===== config.mk =====
export PLATFORM = sky130hd
export DESIGN_NAME = reversing_bits_arbiter
export DESIGN_NICKNAME = d
export VERILOG_FILES = /design/src/rtl/reverse_pkg.sv /design/src/rtl/reversing_bits.sv /design/src/rtl/reversing_bits_arbiter.sv
export SDC_FILE = /design/constraint.sdc
export NUM_CORES = 1
export LEC_CHECK = 0
export CAP_MARGIN = 10
export CORE_UTILIZATION = 35
export DETAILED_ROUTE_END_ITERATION = 10
export PLACE_DENSITY = 0.81
export RECOVER_POWER = 100
export SLEW_MARGIN = 0
export SYNTH_ARGS = -nofsm -noshare
export SYNTH_HDL_FRONTEND = slang
export SYNTH_SLANG_ARGS = --single-unit

===== constraint.sdc =====
create_clock -name clk -period 2.2 [get_ports clk]
set_input_delay 0.22 -clock clk [delete_from_list [all_inputs] [get_ports clk]]
set_output_delay 0.22 -clock clk [all_outputs]
set_load 0.01 [all_outputs]

===== src/rtl/reverse_pkg.sv =====
// reverse_pkg: shared defaults, slot state type and round-robin index helper
package reverse_pkg;
  localparam int DATA_WIDTH_DEF = 32;
  typedef enum logic {EMPTY, FULL} rb_state_t;
  function automatic int rr_next(input int ptr, input int idx, input int n);
    return (ptr + idx) % n;
  endfunction
endpackage


===== src/rtl/reversing_bits.sv =====
// reversing_bits: combinational bit-order reversal of one word
module reversing_bits
  import reverse_pkg::*;
#(
  parameter int DATA_WIDTH = DATA_WIDTH_DEF
) (
  input  logic [DATA_WIDTH-1:0] din,
  output logic [DATA_WIDTH-1:0] dout
);
  for (genvar i = 0; i < DATA_WIDTH; i++) begin : g_rev
    assign dout[i] = din[DATA_WIDTH-1-i];
  end
endmodule


===== src/rtl/reversing_bits_arbiter.sv =====
// reversing_bits_arbiter: round-robin sharing of one bit reverser with a single-entry tagged output slot
module reversing_bits_arbiter
  import reverse_pkg::*;
#(
  parameter int DATA_WIDTH = DATA_WIDTH_DEF,
  parameter int NUM_REQ = 4,
  localparam int ID_W = $clog2(NUM_REQ)
) (
  input  logic                          clk,
  input  logic                          reset,
  input  logic [NUM_REQ-1:0]            req_valid,
  input  logic [NUM_REQ*DATA_WIDTH-1:0] req_data,
  output logic [NUM_REQ-1:0]            req_ready,
  output logic                          out_valid,
  input  logic                          out_ready,
  output logic [DATA_WIDTH-1:0]         out_data,
  output logic [ID_W-1:0]               out_id
);
  rb_state_t state;
  logic [ID_W-1:0] rr_ptr, gnt_id, idx;
  logic found, slot_free, xfer;
  logic [DATA_WIDTH-1:0] din, dout;
  // scan upward from rr_ptr with wrap; the first valid requester wins
  always_comb begin
    found = 1'b0;
    gnt_id = '0;
    idx = '0;
    for (int k = 0; k < NUM_REQ; k++) begin
      idx = ID_W'(rr_next(int'(rr_ptr), k, NUM_REQ));
      if (!found && req_valid[idx]) begin
        found = 1'b1;
        gnt_id = idx;
      end
    end
  end
  assign slot_free = (state == EMPTY) || (out_valid && out_ready);
  assign xfer = slot_free && found;
  assign req_ready = xfer ? NUM_REQ'(1) << gnt_id : '0;
  assign din = req_data[int'(gnt_id)*DATA_WIDTH +: DATA_WIDTH];
  reversing_bits #(.DATA_WIDTH(DATA_WIDTH)) u_rev (
    .din (din),
    .dout(dout)
  );
  // slot FSM: load on transfer (also while draining), empty on a bare drain
  always_ff @(posedge clk) begin
    if (reset) begin
      state <= EMPTY;
      out_valid <= 1'b0;
      out_data <= '0;
      out_id <= '0;
      rr_ptr <= '0;
    end else if (xfer) begin
      state <= FULL;
      out_valid <= 1'b1;
      out_data <= dout;
      out_id <= gnt_id;
      rr_ptr <= ID_W'(rr_next(int'(gnt_id), 1, NUM_REQ));
    end else if (out_valid && out_ready) begin
      state <= EMPTY;
      out_valid <= 1'b0;
    end
  end
endmodule

# [After elaboration in Yosys (flattened, before gate mapping)]
# Index checks and enable logic that the tools add are counted.
[classes] addsub=4 n_mul=0 n_div=0 order_cmp=4 eq_ne=0 shifts=2 n_mux=19 bitwise_logic=1 n_reduce_logical=10
[op_table] operator="$shiftx 128x8->32" n=1
[op_table] operator="$lt 2x3->1 const B" n=4
[op_table] operator="$mux 1" n=10
[op_table] operator="$bmux 1 s2" n=4
[op_table] operator="$mux 2" n=4
[op_table] operator="$logic_and 1x1->1" n=5
[op_table] operator="$add 2x1->2 const B" n=2
[op_table] operator="$add 2x2->2 const B" n=2
[op_table] operator="$mux 4" n=1
[op_table] operator="$shl 1x2->4 const A" n=1
[op_table] operator="$logic_not 1->1" n=3
[op_table] operator="$reduce_bool 2->1" n=1
[op_table] operator="$logic_or 1x1->1" n=1
[op_table] operator="$not 1->1" n=1
[totals] reg_bits=37 latch_bits=0 ramBits=0 mem_bits_ro=0 input_bits=135 output_inout_bits=39 word_cells=44 mem_count=0

# [Depth between registers and ports, before layout]
# Gate-level depths: netlist of run 1.
[logic_depth] depth_word=14 ltp_mapped=7 mapped_depth_nobuf=5

# [Cells and area by module]
# Synthesis of run 1 repeated with hierarchy kept, for this count alone.
[unflattened] hier_cells=320 area_unflattened_um2=2698.8
[modules_own_cells] mod="reversing_bits_arbiter" instances=1 cells_each=288 area_per_inst_um2=2458.6 seq_area_each_um2=740.7
[modules_own_cells] mod="reversing_bits" instances=1 cells_each=32 area_per_inst_um2=240.2 seq_area_each_um2=0.0

# [Least setup slack after synthesis of run 1]
# Ideal clock, no wire load.
[synth_path] path_kind="in2reg" start="input port req_valid[0]" end="register out_data[0]" setup_time_ns=0.128 arrival_ns=1.466 required_ns=2.072 slack_ns=0.606 stages=6 n_path_buf=2 path_cell_list="or4_1 -> and2_4 -> buf_6 -> o2111ai_4 -> buf_12 -> o221ai_2"
[synth_between] elab_chain_cells=13 word_cells_on_any_way=24 cone_classes="1 x shift; 16 x mux; 7 x reduce/logical"
[synth_lines] item="from (decl)" line_no="reversing_bits_arbiter.sv:11" text="input logic [NUM_REQ-1:0] req_valid,"
[synth_lines] item="$bmux 1 s2" line_no="reversing_bits_arbiter.sv:30" text="if (!found && req_valid[idx]) begin"
[synth_lines] item="$mux 1 (not written as such)" line_no="reversing_bits_arbiter.sv:30"
[synth_lines] item="$mux 1" line_no="reversing_bits_arbiter.sv:30"
[synth_lines] item="$logic_not 1->1" line_no="reversing_bits_arbiter.sv:30"
[synth_lines] item="$logic_and 1x1->1" line_no="reversing_bits_arbiter.sv:30"
[synth_lines] item="$mux 1" line_no="reversing_bits_arbiter.sv:30"
[synth_lines] item="$logic_not 1->1" line_no="reversing_bits_arbiter.sv:30"
[synth_lines] item="$logic_and 1x1->1" line_no="reversing_bits_arbiter.sv:30"
[synth_lines] item="$mux 1" line_no="reversing_bits_arbiter.sv:30"
[synth_lines] item="$logic_not 1->1" line_no="reversing_bits_arbiter.sv:30"
[synth_lines] item="$logic_and 1x1->1" line_no="reversing_bits_arbiter.sv:30"
[synth_lines] item="$mux 2 or $mux 1 (tied branches)" line_no="reversing_bits_arbiter.sv:30"
[synth_lines] item="$shiftx 128x8->32 or $logic_and 1x1->1 (tied branches)" line_no="reversing_bits_arbiter.sv:39, reversing_bits_arbiter.sv:37"
[synth_lines] item="to (signal assigned)" line_no="reversing_bits_arbiter.sv:55" text="out_data <= dout;"
[synth_lines] item="to (decl)" line_no="reversing_bits_arbiter.sv:16" text="output logic [DATA_WIDTH-1:0] out_data,"
# Parallel ways exist; a longest one is shown, timed or not. The select of a mux whose other input is x is not followed.
# A chain may end at the register's enable or synchronous reset.

# [Worst setup path in the final report of run 1]
[layout_path] start="input port req_valid[1]" end="output port req_ready[3]"
[layout_between] elab_chain_cells=14 word_cells_on_any_way=25 cone_classes="1 x shift; 17 x mux; 7 x reduce/logical"
[layout_lines] item="$bmux 1 s2" line_no="reversing_bits_arbiter.sv:30"
[layout_lines] item="$mux 1 (not written as such)" line_no="reversing_bits_arbiter.sv:30"
[layout_lines] item="$mux 1" line_no="reversing_bits_arbiter.sv:30"
[layout_lines] item="$logic_not 1->1" line_no="reversing_bits_arbiter.sv:30"
[layout_lines] item="$logic_and 1x1->1" line_no="reversing_bits_arbiter.sv:30"
[layout_lines] item="$mux 1" line_no="reversing_bits_arbiter.sv:30"
[layout_lines] item="$logic_not 1->1" line_no="reversing_bits_arbiter.sv:30"
[layout_lines] item="$logic_and 1x1->1" line_no="reversing_bits_arbiter.sv:30"
[layout_lines] item="$mux 1" line_no="reversing_bits_arbiter.sv:30"
[layout_lines] item="$logic_not 1->1" line_no="reversing_bits_arbiter.sv:30"
[layout_lines] item="$logic_and 1x1->1" line_no="reversing_bits_arbiter.sv:30"
[layout_lines] item="$mux 2 or $mux 1 (tied branches)" line_no="reversing_bits_arbiter.sv:30"
[layout_lines] item="$shl 1x2->4 or $logic_and 1x1->1 (tied branches)" line_no="reversing_bits_arbiter.sv:38, reversing_bits_arbiter.sv:37"
[layout_lines] item="$mux 4 *" line_no="reversing_bits_arbiter.sv:38" text="assign req_ready = xfer ? NUM_REQ'(1) << gnt_id : '0;"
[layout_lines] item="to (decl)" line_no="reversing_bits_arbiter.sv:13" text="output logic [NUM_REQ-1:0] req_ready,"
# Every way passes the cells marked *; elsewhere a longest branch is shown, timed or not. The select of a mux whose other input is x is not followed.

==> reports/results.ini, run 1 <==
[clock_tree]
numClockSinks=37
cts.htree.levels=2
clockRootBuffer=clkbuf_8
clkTransAtPathRegs_ps=70
hold_buffers=0
tritoncts=yes
clk_path_buf_depth=2
insertion_delay_ps=290
numCtsBuffers=5

[logic_synthesis]
yosysMostFrequentCell=mux2i_1
yosysWarnings=0
yosys-top-cells-area=dfxtp_1 (30%), mux2i_1 (26%), o221ai_2 (18%)
synth_seq_area_share_pct=30.1
synth_cell_type_count=38
yosysTopAreaCellShare_pct=30.1
synth-edff-count=0
ys_ff_latch=37
ys_async_sr_fraction_pct=0
synthCells=222
synthFlopType=dfxtp_1
synth_fp_nets=357
synth.cell_area_um2=2460
yosys.area.top_type=dfxtp_1
syn_area_per_cell_um2=11.1
ys_top_cells_by_count=mux2i_1 (63), dfxtp_1 (37), nand2_1 (37)

[placed_design]
dp_slack_ps=-169
portBuffers=173
dp_cells=495
gp_congestion=0.807
place_hpwl_um=6020
placed_area_um2=4390

[critical_path]
reg2reg_depth=7
crit_chain=clkdlybuf4s50_1 > or4_1 > and2_0 > nand2_1 > nor2_1 > dlygate4sd2_1
cp-end-kind=output pin
rr_endpoint=out_data[9]
crit_start=req_valid[1]
critPathKind=in2out
crit_arrival_ps=1860
critPathLaunchType=input pin
r2r_setup_slack_ps=450
max_stage_delay_ps=560
crit_buf_inv=2
crit_slowest_cell=or4_1
worstReg2RegStart=rr_ptr[0]
crit_family=simple AND/OR/NAND/NOR gates
crit_fanout=4
critPathRequiredTime_ps=1980

[floorplan]
die_width_um=85.8
start_util_pct=36.2
design.die.area_um2=7370
coreArea_um2=6790
die_h_um=85.8
rows=30
ios=174

[finish]
layout.nets=544
antenna_cells=0
fin_area_um2=4400
final_cells=506
drive_gt1_share_pct=13.9
nFillCells=599
area_growth_pct=78.8

[global_route]
grt_max_degree=34
antenna_found_initial=0
grt_usage_pct=20.1
grt_pass1_wl_um=11700
grt_pass1_vias=2508
gr-total-overflow=0

[sta]
worst_slack_ps=117
hold_ws_ps=350
finalCriticalPeriod_ps=2080
tns_ps=0
clock_skew_ps=3.64
tightest_slew_ps=362
hold_viol_final=0
slew_headroom_pct=75.8
rsz0062_at_grt=no
drv_slew=0
setup_viol=0
period_share_pct=94.7
fmax_mhz=480

[run_status]
status=complete, no violations

[hold_path]
hold_end=state
min_path_type=in2reg
min_from=req_valid[0]
hold_depth=3

[detailed_routing]
routedWlPerCell_um=14.8
met1Wirelength_um=2940
postRouteAntennaNets=0
drt_first_pass_iters=4
drt_iter0_drc=56
wl_um=7490
dr_wl_met3_um=416
viasPerCell=4.89
route.vias.total=2475
met2_length_um=4010
drcViolationCount=0
maxUsedRoutingLayer=met4

[pwr]
leakage_nw=1.98
p_per_area_nw_per_um2=590
ir_drop_mv=0.348

[job]
maxCapViolations=0

worst max-delay path by stage:
stage / slack [ps] / endpoint / depth (start not counted)
3_5_place_dp: -170 / req_ready[3] / 7
2_1_floorplan: 610 / out_data[0] / 6
6_report: 120 / req_ready[3] / 6
5_1_grt: 10 / out_data[2] / 8
3_3_place_gp: -140 / req_ready[3] / 7
4_1_cts: -150 / req_ready[1] / 5
per-stage QoR:
step           util, %  power (W)
2_1_floorplan        -    0.00155
3_3_place_gp      64.6    0.00215
3_5_place_dp      64.6    0.00218
4_1_cts           66.3    0.00272
5_1_grt           64.8    0.00275
6_report          64.8    0.00260
sequential cells by signal, summed over array words and instances, names as in the netlist:
name	cells
rr_ptr	2
state	1
out_id	2
out_data	32
what timing repair did:
item                       4_1_cts  5_1_grt
pin swaps                        0        1
setup endpoints to repair        4        2
buffers inserted                 0        3
resized for setup                7        7
cell usage in the layout, fill, tap and decap left out, types with 2 or more instances in the layout:
| master | count |
|---|---|
| dlygate4sd2_1 | 2 |
| o221ai_1 | 21 |
| nand2b_1 | 3 |
| dfxtp_1 | 35 |
| nor2_2 | 2 |
| buf_4 | 14 |
| clkdlybuf4s50_1 | 133 |
| dlymetal6s2s_1 | 2 |
| o21ai_0 | 2 |
| nor2_1 | 3 |
| o221ai_2 | 10 |
| clkbuf_8 | 7 |
| a21o_1 | 2 |
| buf_12 | 8 |
| mux2i_1 | 63 |
| dlygate4sd3_1 | 35 |
| dfxtp_2 | 2 |
| nand2_1 | 37 |
per-layer routing:
| metal | global-route usage (%) | vias up |
|---|---|---|
| li1 | - | 1221 |
| met1 | 22.1 | 1150 |
| met2 | 38.2 | 92 |
| met3 | 4.72 | 12 |
| met4 | 5.61 | 0 |
| met5 | 0 | - |
logic make-up after synthesis:
| logic type | after synthesis | share of synthesized area (%) |
|---|---|---|
| XOR/XNOR | 1 | 0.356 |
| multiplexers | 63 | 25.6 |
| flip-flops | 37 | 30.1 |
| AND/OR/NAND/NOR | 57 | 11.9 |
| buffers and inverters | 17 | 7.17 |
| AO/OA/AOI/OAI | 47 | 24.9 |
worst reg2reg max path, stage by stage (launching register included):
cell      delay [ps]
dfxtp_2          400
nor2b_2           70
buf_4            140
nor4_4           340
nor2_4           100
buf_12           200
mux2i_1          230
o221ai_1         150
report_power, final:
group | total [W] | switching, W | internal, W
Combinational | 0.00122 | 0.000492 | 0.000723
Sequential | 0.000849 | 0.0000641 | 0.000785
Clock | 0.000531 | 0.000248 | 0.000283
Total | 0.00260 | 0.000804 | 0.00179
layout make-up:
| cell class | count | area [µm²] | area share, % |
|---|---|---|---|
| clock buffers | 7 | 96.3 | 2.19 |
| clock inverters | 1 | 5.00 | 0.114 |
| inverters | 1 | 3.75 | 0.0853 |
| multi-input cells | 168 | 1430 | 32.6 |
| flip-flops and latches | 37 | 743 | 16.9 |
| well taps | 96 | 120 | 2.73 |
| repair buffers | 196 | 2000 | 45.4 |
(Power assumes the default switching activity.)
==> run 2, diff against run 1 <==
==> constraint.sdc (replaced) <==
create_clock -name clk -period 2.2 [get_ports clk]
set_input_delay 0.22 -clock clk [delete_from_list [all_inputs] [get_ports clk]]
set_output_delay 0.22 -clock clk [all_outputs]
set_load 0.1 [all_outputs]
==> run 2 against run 1 <==
Compared with the run above:
- critical path depth is 1 lower
- worst hold slack better by 110 ps
- setup slack worse by 16 ps
- non-clock buffer count is 9 lower
- global-route usage is 1.6 points lower
- utilization is 3.4 points lower
- via count is 2.3% lower
- largest cell class unchanged
==> reports/results.ini, run 2 (same netlist as run 1, synthesis figures left out) <==
[placed_design]
portBuffers=173  ; unchanged
gp_congestion=0.777  ; -3.8%
dp_cells=489  ; -1.2%
place_hpwl_um=5660  ; -6.0%

[global_route]
grt_usage_pct=18.4  ; -1.6 points
antenna_found_initial=0  ; unchanged
gr-total-overflow=0  ; unchanged
grt_pass1_vias=2353  ; -6.2%
grt_max_degree=34  ; unchanged
grt_pass1_wl_um=10900  ; -6.6%

[critical_path]
crit_slowest_cell=or4_1
cp-end-kind=output pin
crit_fanout=8  ; +4
critPathLaunchType=input pin
critPathKind=in2out
crit_family=simple AND/OR/NAND/NOR gates
crit_buf_inv=2  ; unchanged
reg2reg_depth=6  ; -1
max_stage_delay_ps=560  ; about the same
crit_chain=clkdlybuf4s50_1 > or4_1 > and2_4 > and3_1 > buf_6
crit_arrival_ps=1880  ; +20 ps
critPathRequiredTime_ps=1980  ; about the same
cp.depth=5  ; -1

[finish]
area_growth_pct=69.4
top_regs=out_data (32), out_id (2), rr_ptr (2)
fin_util_pct=61.3  ; -3.4 points
largest_reg_flops=32  ; unchanged
layout.nets=535  ; -1.7%
largest-register=out_data
final_cells=497  ; -1.8%
layout_commonest_cell=clkdlybuf4s50_1
drive_gt1_share_pct=14.5  ; +0.56 points
nFillCells=609  ; +1.7%
final_cell_mix=clkdlybuf4s50_1 (134), mux2i_1 (63), nand2_1 (37), dfxtp_1 (37), clkbuf_1 (36)
antenna_cells=0  ; unchanged

[clock_tree]
cts.htree.levels=2  ; unchanged
numClockSinks=37  ; unchanged
clkTransAtPathRegs_ps=70  ; about the same
clockRootBuffer=clkbuf_8
clk_path_buf_depth=2  ; unchanged
insertion_delay_ps=290  ; about the same
post-cts-setup-buffers=0  ; unchanged
numCtsBuffers=5  ; unchanged
tritoncts=yes

[sta]
clock_skew_ps=11.1  ; +7.45 ps
fmax_mhz=477  ; -0.76%
period_share_pct=95.4  ; +0.72 points
hold_ws_ps=459  ; +109 ps
drv_slew=0  ; unchanged
tightest_slew_ps=1220  ; +857 ps
slew_headroom_pct=19.1  ; -57 points
finalCriticalPeriod_ps=2100  ; +15.9 ps
rsz0062_at_grt=no
hold_viol_final=0  ; unchanged
setup_viol=0  ; unchanged

[detailed_routing]
routedWlPerCell_um=14.2  ; -4.4%
drt_first_pass_iters=4  ; unchanged
drcViolationCount=0  ; unchanged
wl_um=7030  ; -6.1%
postRouteAntennaNets=0  ; unchanged
drt_iter0_drc=70  ; +25%
route.vias.total=2418  ; -2.3%
viasPerCell=4.87  ; -0.53%

[floorplan]
coreArea_um2=6790  ; unchanged
design.die.area_um2=7370  ; unchanged
start_util_pct=36.2  ; unchanged
die_h_um=85.8  ; unchanged
die_width_um=85.8  ; unchanged
rows=30  ; unchanged
ios=174  ; unchanged

[hold_path]
hold_depth=2  ; -1
min_path_type=reg2reg

[pwr]
clkPwrFrac_pct=15.3  ; -5.2 points
p_switching_w=0.00163  ; +100%
p_per_area_nw_per_um2=791  ; +34%
switching_share_pct=49.4  ; +18 points
p_comb_share_pct=59.0  ; +12 points
leakage_nw=1.75  ; -11%
ir_drop_mv=0.482  ; +39%
share_seq_of_total_power_pct=25.7  ; -7.0 points
p_int_w=0.00167  ; -6.9%

[job]
maxCapViolations=0  ; unchanged

[run_status]
status=complete, no violations

==> run 2: changes by cell type in the layout (fill, tap and decap cells not counted), sizes merged <==
cell | before | now
buf | 22 | 15
clkbuf | 9 | 44
clkdlybuf4s50 | 133 | 134
clkinv | 1 | 2
dlygate4sd2 | 2 | 0
dlygate4sd3 | 35 | 0
dlymetal6s2s | 2 | 0
==> run 2: routing by layer <==
metal  global-route usage [%]  wire length (µm)  share of wire (%)  vias up
li1                         -                 -                  -     1209
met1                     20.7              2850                 40     1114
met2                     35.1              3700                 53       86
met4                     4.55                77                1.1        0
met5                        0                 0                  0        -
met3                     3.95               410                5.8        9
==> run 2: final cells by class <==
| type | count | area [µm²] | share of cell area [%] |
|---|---|---|---|
| Inverter | 1 | 3.75 | 0.0901 |
| Clock buffer | 6 | 82.6 | 1.98 |
| Clock inverter | 2 | 13.8 | 0.330 |
| Multi-Input combinational cell | 168 | 1490 | 35.8 |
| Tap cell | 96 | 120 | 2.88 |
| Timing Repair Buffer | 187 | 1710 | 41.1 |
| Sequential cell | 37 | 741 | 17.8 |
==> run 2: stage by stage <==
stage / area, µm² / setup slack, ps / total power [W] / setup TNS [ps]
2_1_floorplan: 2490 / -22.7 / 0.00237 / -22.7
4_1_cts: 4420 / 48.5 / 0.00349 / 0
3_5_place_dp: 4330 / 56.7 / 0.00299 / 0
6_report: 4170 / 102 / 0.00330 / 0
5_1_grt: 4170 / 7.97 / 0.00344 / 0
3_3_place_gp: 4330 / 80.5 / 0.00296 / 0
==> run 2: what timing repair did <==
item,in CTS,in global routing
hold buffers,0,0
endpoints found under the setup margin,0,2
gates resized for setup,0,1
==> run 2: power groups by stage <==
stage / registers [W] / logic (W) / clock network [W]
after floorplan: 0.00162 / 0.000754 / 0
after global routing: 0.000863 / 0.00203 / 0.000552
after detailed placement: 0.000866 / 0.00212 / 0
after global placement: 0.000863 / 0.00210 / 0
after CTS: 0.000852 / 0.00212 / 0.000516
final: 0.000849 / 0.00194 / 0.000504
==> run 2: worst paths after layout <==
check / from / endpoint / slack [ps]
setup / recovery: req_valid[1] / req_ready[1] / 100
hold / removal: out_id[0] / out_id[0] / 460
setup reg to reg: rr_ptr[0] / out_data[11] / 290
hold reg to reg: out_id[0] / out_id[0] / 460
==> run 2: tightest hold or removal path, delay by kind of cell (launching register included) <==
kind             cells  cell delay [ps]
flip-flops           1              310
AND/OR/NAND/NOR      1               50
AO/OA/AOI/OAI        1               50
==> run 3, diff against run 2 <==
- CORE_UTILIZATION: 35 -> 37
- PLACE_DENSITY: 0.81 -> 0.82
- SYNTH_HIERARCHICAL: not set -> 1
- clock period: 2.2 -> 1.95 ns (I/O delays scaled with it)
==> run 3 against run 2 <==
Compared with the run above:
- register-to-register slack lost 130 ps
- setup slack lost 44 ps
- combinational power increased by 9.8%
- count of clock-buffer cells in the layout grew 1
- sequential share of layout area fell by 1.1 points
- synthesized cell count is 44% higher
- utilization up 3.8 points
- design area rose by 7.9%
- power up 8.5%
- critical path type unchanged
- first-iteration DRC count is 1.4% higher
- clock skew decreased by 3.7 ps
==> reports/results.ini, run 3 <==
[clock_tree]
cts.htree.levels=2  ; unchanged
hold_buffers=0  ; unchanged
clockRootBuffer=clkbuf_8
numClockSinks=37  ; unchanged
insertion_delay_ps=280  ; about the same
clk_path_buf_depth=2  ; unchanged
numCtsBuffers=5  ; unchanged
tritoncts=yes
clkTransAtPathRegs_ps=70  ; about the same

[logic_synthesis]
ys_ff_latch=37  ; unchanged
yosysWarnings=6  ; +6
synthFlopType=dfxtp_1
synthCells=320  ; +44%
yosys.area.top_type=mux2i_1
yosys-top-cells-area=mux2i_1 (36%), dfxtp_1 (27%), buf_4 (11%)
ys_async_sr_fraction_pct=0  ; unchanged
synth.cell_area_um2=2700  ; +9.7%
yosysTopAreaCellShare_pct=35.6  ; +5.5 points
ys_top_cells_by_count=mux2i_1 (96), nand2_1 (68), buf_4 (38)
synth_cell_type_count=25  ; -34%
synth-edff-count=0  ; unchanged
yosysMostFrequentCell=mux2i_1
synth_fp_nets=455  ; +27%
synth_seq_area_share_pct=27.4  ; -2.7 points
syn_area_per_cell_um2=8.43  ; -24%

[critical_path]
crit_chain=dlygate4sd2_1 > nor2b_2 > o21ai_2 > o21ai_1 > a21oi_1 > buf_4 > nor3_4 > buf_12
critPathKind=in2out
crit_slowest_cell=dlygate4sd2_1
critPathRequiredTime_ps=1750  ; -230 ps
crit_arrival_ps=1700  ; -180 ps
crit_fanout=4  ; -4
crit_buf_inv=3  ; +1
critPathLaunchType=input pin
crit_family=buffers and inverters
max_stage_delay_ps=380  ; -180 ps
cp-end-kind=output pin

[detailed_routing]
drt_iter0_drc=71  ; +1.4%
wl_um=7960  ; +13%
route.vias.total=2747  ; +14%
routedWlPerCell_um=14.1  ; -0.33%
drt_first_pass_iters=4  ; unchanged
viasPerCell=4.87  ; +0.11%
drcViolationCount=0  ; unchanged
postRouteAntennaNets=0  ; unchanged

[finish]
drive_gt1_share_pct=18.8  ; +4.3 points
antenna_cells=0  ; unchanged
final_cell_mix=clkdlybuf4s50_1 (131), mux2i_1 (96), nand2_1 (68), a21oi_1 (35), dfxtp_1 (34)
largest_reg_flops=32  ; unchanged
largest-register=out_data
layout.nets=603  ; +13%
top_regs=out_data (32), out_id (2), rr_ptr (2)
area_growth_pct=66.7
fin_util_pct=65.1  ; +3.8 points
layout_commonest_cell=clkdlybuf4s50_1
nFillCells=619  ; +1.6%

[job]
maxCapViolations=0  ; unchanged

[global_route]
grt_max_degree=39  ; +15%
antenna_found_initial=0  ; unchanged
grt_pass1_wl_um=12500  ; +15%
grt_usage_pct=20.9  ; +2.5 points
grt_pass1_vias=2777  ; +18%
gr-total-overflow=0  ; unchanged

[sta]
clock_skew_ps=7.40  ; -3.70 ps
slew_headroom_pct=61.8  ; +43 points
hold_viol_final=0  ; unchanged
finalCriticalPeriod_ps=1890
period_share_pct=97.1
tightest_slew_ps=576  ; -643 ps
setup_viol=0  ; unchanged
rsz0062_at_grt=yes
drv_slew=0  ; unchanged
fmax_mhz=528
tns_ps=0  ; unchanged

[floorplan]
start_util_pct=39.1  ; +2.9 points
ios=174  ; unchanged
coreArea_um2=6910  ; +1.7%
design.die.area_um2=7640  ; +3.7%
die_h_um=87.4  ; +1.8%
die_width_um=87.4  ; +1.8%
rows=30  ; unchanged

[run_status]
status=complete, no violations

[pwr]
p_per_area_nw_per_um2=796  ; +0.57%
leakage_nw=2.06  ; +18%
power.total_w=0.00358  ; +8.5%
ir_drop_mv=0.494  ; +2.5%

[hold_path]
min_path_type=reg2reg

[placed_design]
portBuffers=173  ; unchanged
gp_congestion=0.706  ; -9.2%
place_hpwl_um=6110  ; +8.0%

==> run 3: cell types whose count changed after synthesis, sizes merged, moves of 7 or more <==
cell and delta:
buf +31, mux2i +33, o221ai -30, clkbuf +7
a21oi +37, nand2 +31
==> run 3: final cells by class <==
class	count	area, µm²	share of cell area (%)
inverters	3	11.3	0.250
clock buffers	7	86.3	1.92
well taps	96	120	2.67
multi-input cells	226	1710	38.0
flip-flops and latches	37	749	16.7
repair buffers	195	1820	40.5
==> run 3: worst paths after layout <==
check	start	end	slack, ps	depth (start not counted)
setup / recovery	req_valid[0]	req_ready[0]	60	8
hold / removal	out_data[26]	out_data[26]	460	2
hold reg to reg	out_data[26]	out_data[26]	460	2
setup reg to reg	rr_ptr[0]	out_data[17]	160	8
==> run 3: logic make-up (layout without fill, tap and decap cells) <==
family / Yosys count / in the layout / synth area share, %
mux: 96 / 96 / 35.6
simple gates: 82 / 82 / 12.1
buf+inv: 57 / 205 / 14.6
compound gates: 48 / 48 / 10.3
flops: 37 / 37 / 27.4
==> run 3: report_power, final <==
part	switching, W	internal [W]	total (W)
Clock	0.000248	0.000280	0.000529
Sequential	0.0000610	0.000860	0.000921
Combinational	0.00134	0.000794	0.00213
Total	0.00165	0.00193	0.00358
==> run 3: metrics by stage <==
stage	hold WS, ps	cells	worst slack [ps]	area, µm²
after floorplan	372	320	-172	2730
after global placement	443	554	-248	4340
after detailed placement	448	554	-274	4340
after CTS	458	563	31.0	4520
after global routing	474	564	-8.35	4500
final	455	564	57.1	4500
==> run 3: timing repair <==
| action | CTS | global route |
|---|---|---|
| setup endpoints to repair | 4 | 25 |
| resized for setup | 20 | 6 |
| pin swaps | 2 | 2 |
| buffers inserted | 2 | 0 |
| gates cloned | 0 | 1 |
==> run 3: metal layers <==
| layer | part of all wire [%] | up-vias | track usage [%] |
|---|---|---|---|
| met4 | 1.5 | 0 | 6.41 |
| met2 | 53 | 104 | 40.3 |
| met3 | 8.1 | 11 | 5.88 |
| met1 | 37 | 1266 | 21.8 |
| met5 | 0 | - | 0 |
| li1 | - | 1366 | - |
==> run 3: worst register-to-register path: cells and delay by family (launching register included) <==
| family | cells | cell delay (ps) |
|---|---|---|
| muxes | 1 | 150 |
| and+or+nand+nor | 2 | 130 |
| AOI/OAI and AO/OA | 2 | 550 |
| buffers and inverters | 3 | 480 |
| DFF | 1 | 400 |
==> RTL edit: new RTL, settings of run 1 <==
Change the parameter `NUM_REQ` from 4 to 8.
--- a/src/rtl/reversing_bits_arbiter.sv
+++ b/src/rtl/reversing_bits_arbiter.sv
@@ -3,7 +3,7 @@
   import reverse_pkg::*;
 #(
   parameter int DATA_WIDTH = DATA_WIDTH_DEF,
-  parameter int NUM_REQ = 4,
+  parameter int NUM_REQ = 8,
   localparam int ID_W = $clog2(NUM_REQ)
 ) (
   input  logic                          clk,
Ports: changed (resized out_id, req_data, req_ready and req_valid); port bits go from 174 to 311. The function was not compared with the original's and may differ.
==> RTL edit against run 1 <==
- the flow now finishes with violations (setup timing)
- final area is 120% higher
- wire length grew to 3.2 times the old value
- count of clock-buffer cells in the layout stayed put
- worst hold slack better by 0.025 ns
- worst setup slack worse by 1.9 ns
- critical endpoint is now out_data[17]
- clock skew is 0.0035 ns higher
- sequential cell count is 2 higher
- synthesized area is 95% higher
Power is left out: it rests on default switching activity, and per cell area and clock period it moved more than threefold.
==> RTL edit: results (changes against run 1) <==
Placed design
  – Dpl hpwl: 16900 um (+180%)
  – Inst Count DP: 1014 (+100%)
  – I/O Buffers: 310 (+79%)
  – Pre-CTS WS: -1.72 ns (-1.56 ns)
  – Routability congestion estimate: 0.940 (+16%)

Finish
  – Antenna diode count: 1 (+1)
  – Seq. cell area: 786 um2 (+5.7%)
  – Final #Nets: 1164 (+110%)

Synth
  – Area contributors post-synth: mux2i_1 (30%), dfxtp_1 (16%), a211oi_2 (8.1%)
  – Distinct cells, synth: 55 (+45%)
  – Register area share after synthesis: 16.3% (-14 points)
  – Top cells by count, synth: mux2i_1 (145), nor2_1 (52), dfxtp_1 (39)

Timing
  – Setup Viol. Count Final: 47 (+47)
  – Slew headroom: 60.9% (-15 points)
  – Worst setup margin: -1.75 ns (-1.87 ns)

Route
  – Metal3 WL: 1620 um (+290%)
  – Met1 wire length: 9200 um (+210%)
  – Drt first pass iters: 5 (+1)

Die
  – Chip width: 119 um (+39%)

Clock tree
  – Post-CTS Setup Bufs: 27 (+27)

Outcome
  – Outcome: complete, but fails checks
  – Failing checks: setup timing

Setup path
  – Worst Reg-to-Reg Cells: 15 (+8)
  – CP max-delay cell: mux4_2

Global route
  – M1 GR Usage: 36.9% (+15 points)
==> RTL edit: changes by cell type after synthesis, moves of 6 or more <==
cell,before,now
a211oi_2,0,31
a221o_1,0,34
a22o_1,0,32
buf_2,0,14
clkbuf_1,0,11
mux2_2,0,6
mux2i_1,63,145
mux4_2,0,9
nand2_1,37,13
nor2_1,4,52
o221ai_2,30,0
==> RTL edit: kinds of logic (layout without fill, tap and decap cells) <==
kind of cell    count (synthesis)  after routing  share of synthesized area [%]
compound gates                133            133                           27.5
xor+xnor                        6              6                           1.10
fa+ha+maj                       4              4                           1.05
buf+inv                        56            450                           6.96
flops                          39             39                           16.3
mux                           164            164                           37.2
other cells                     0              1                              0
simple gates                   96             98                           9.81
==> RTL edit: worst max-delay path by stage <==
stage	end	slack, ns	depth (start not counted)
after CTS	out_data[25]	-1.67	16
after detailed placement	req_ready[2]	-1.72	12
after global routing	out_data[17]	-1.89	16
after floorplan	out_data[10]	-1.48	16
after global placement	req_ready[2]	-1.72	13
final	out_data[17]	-1.75	15
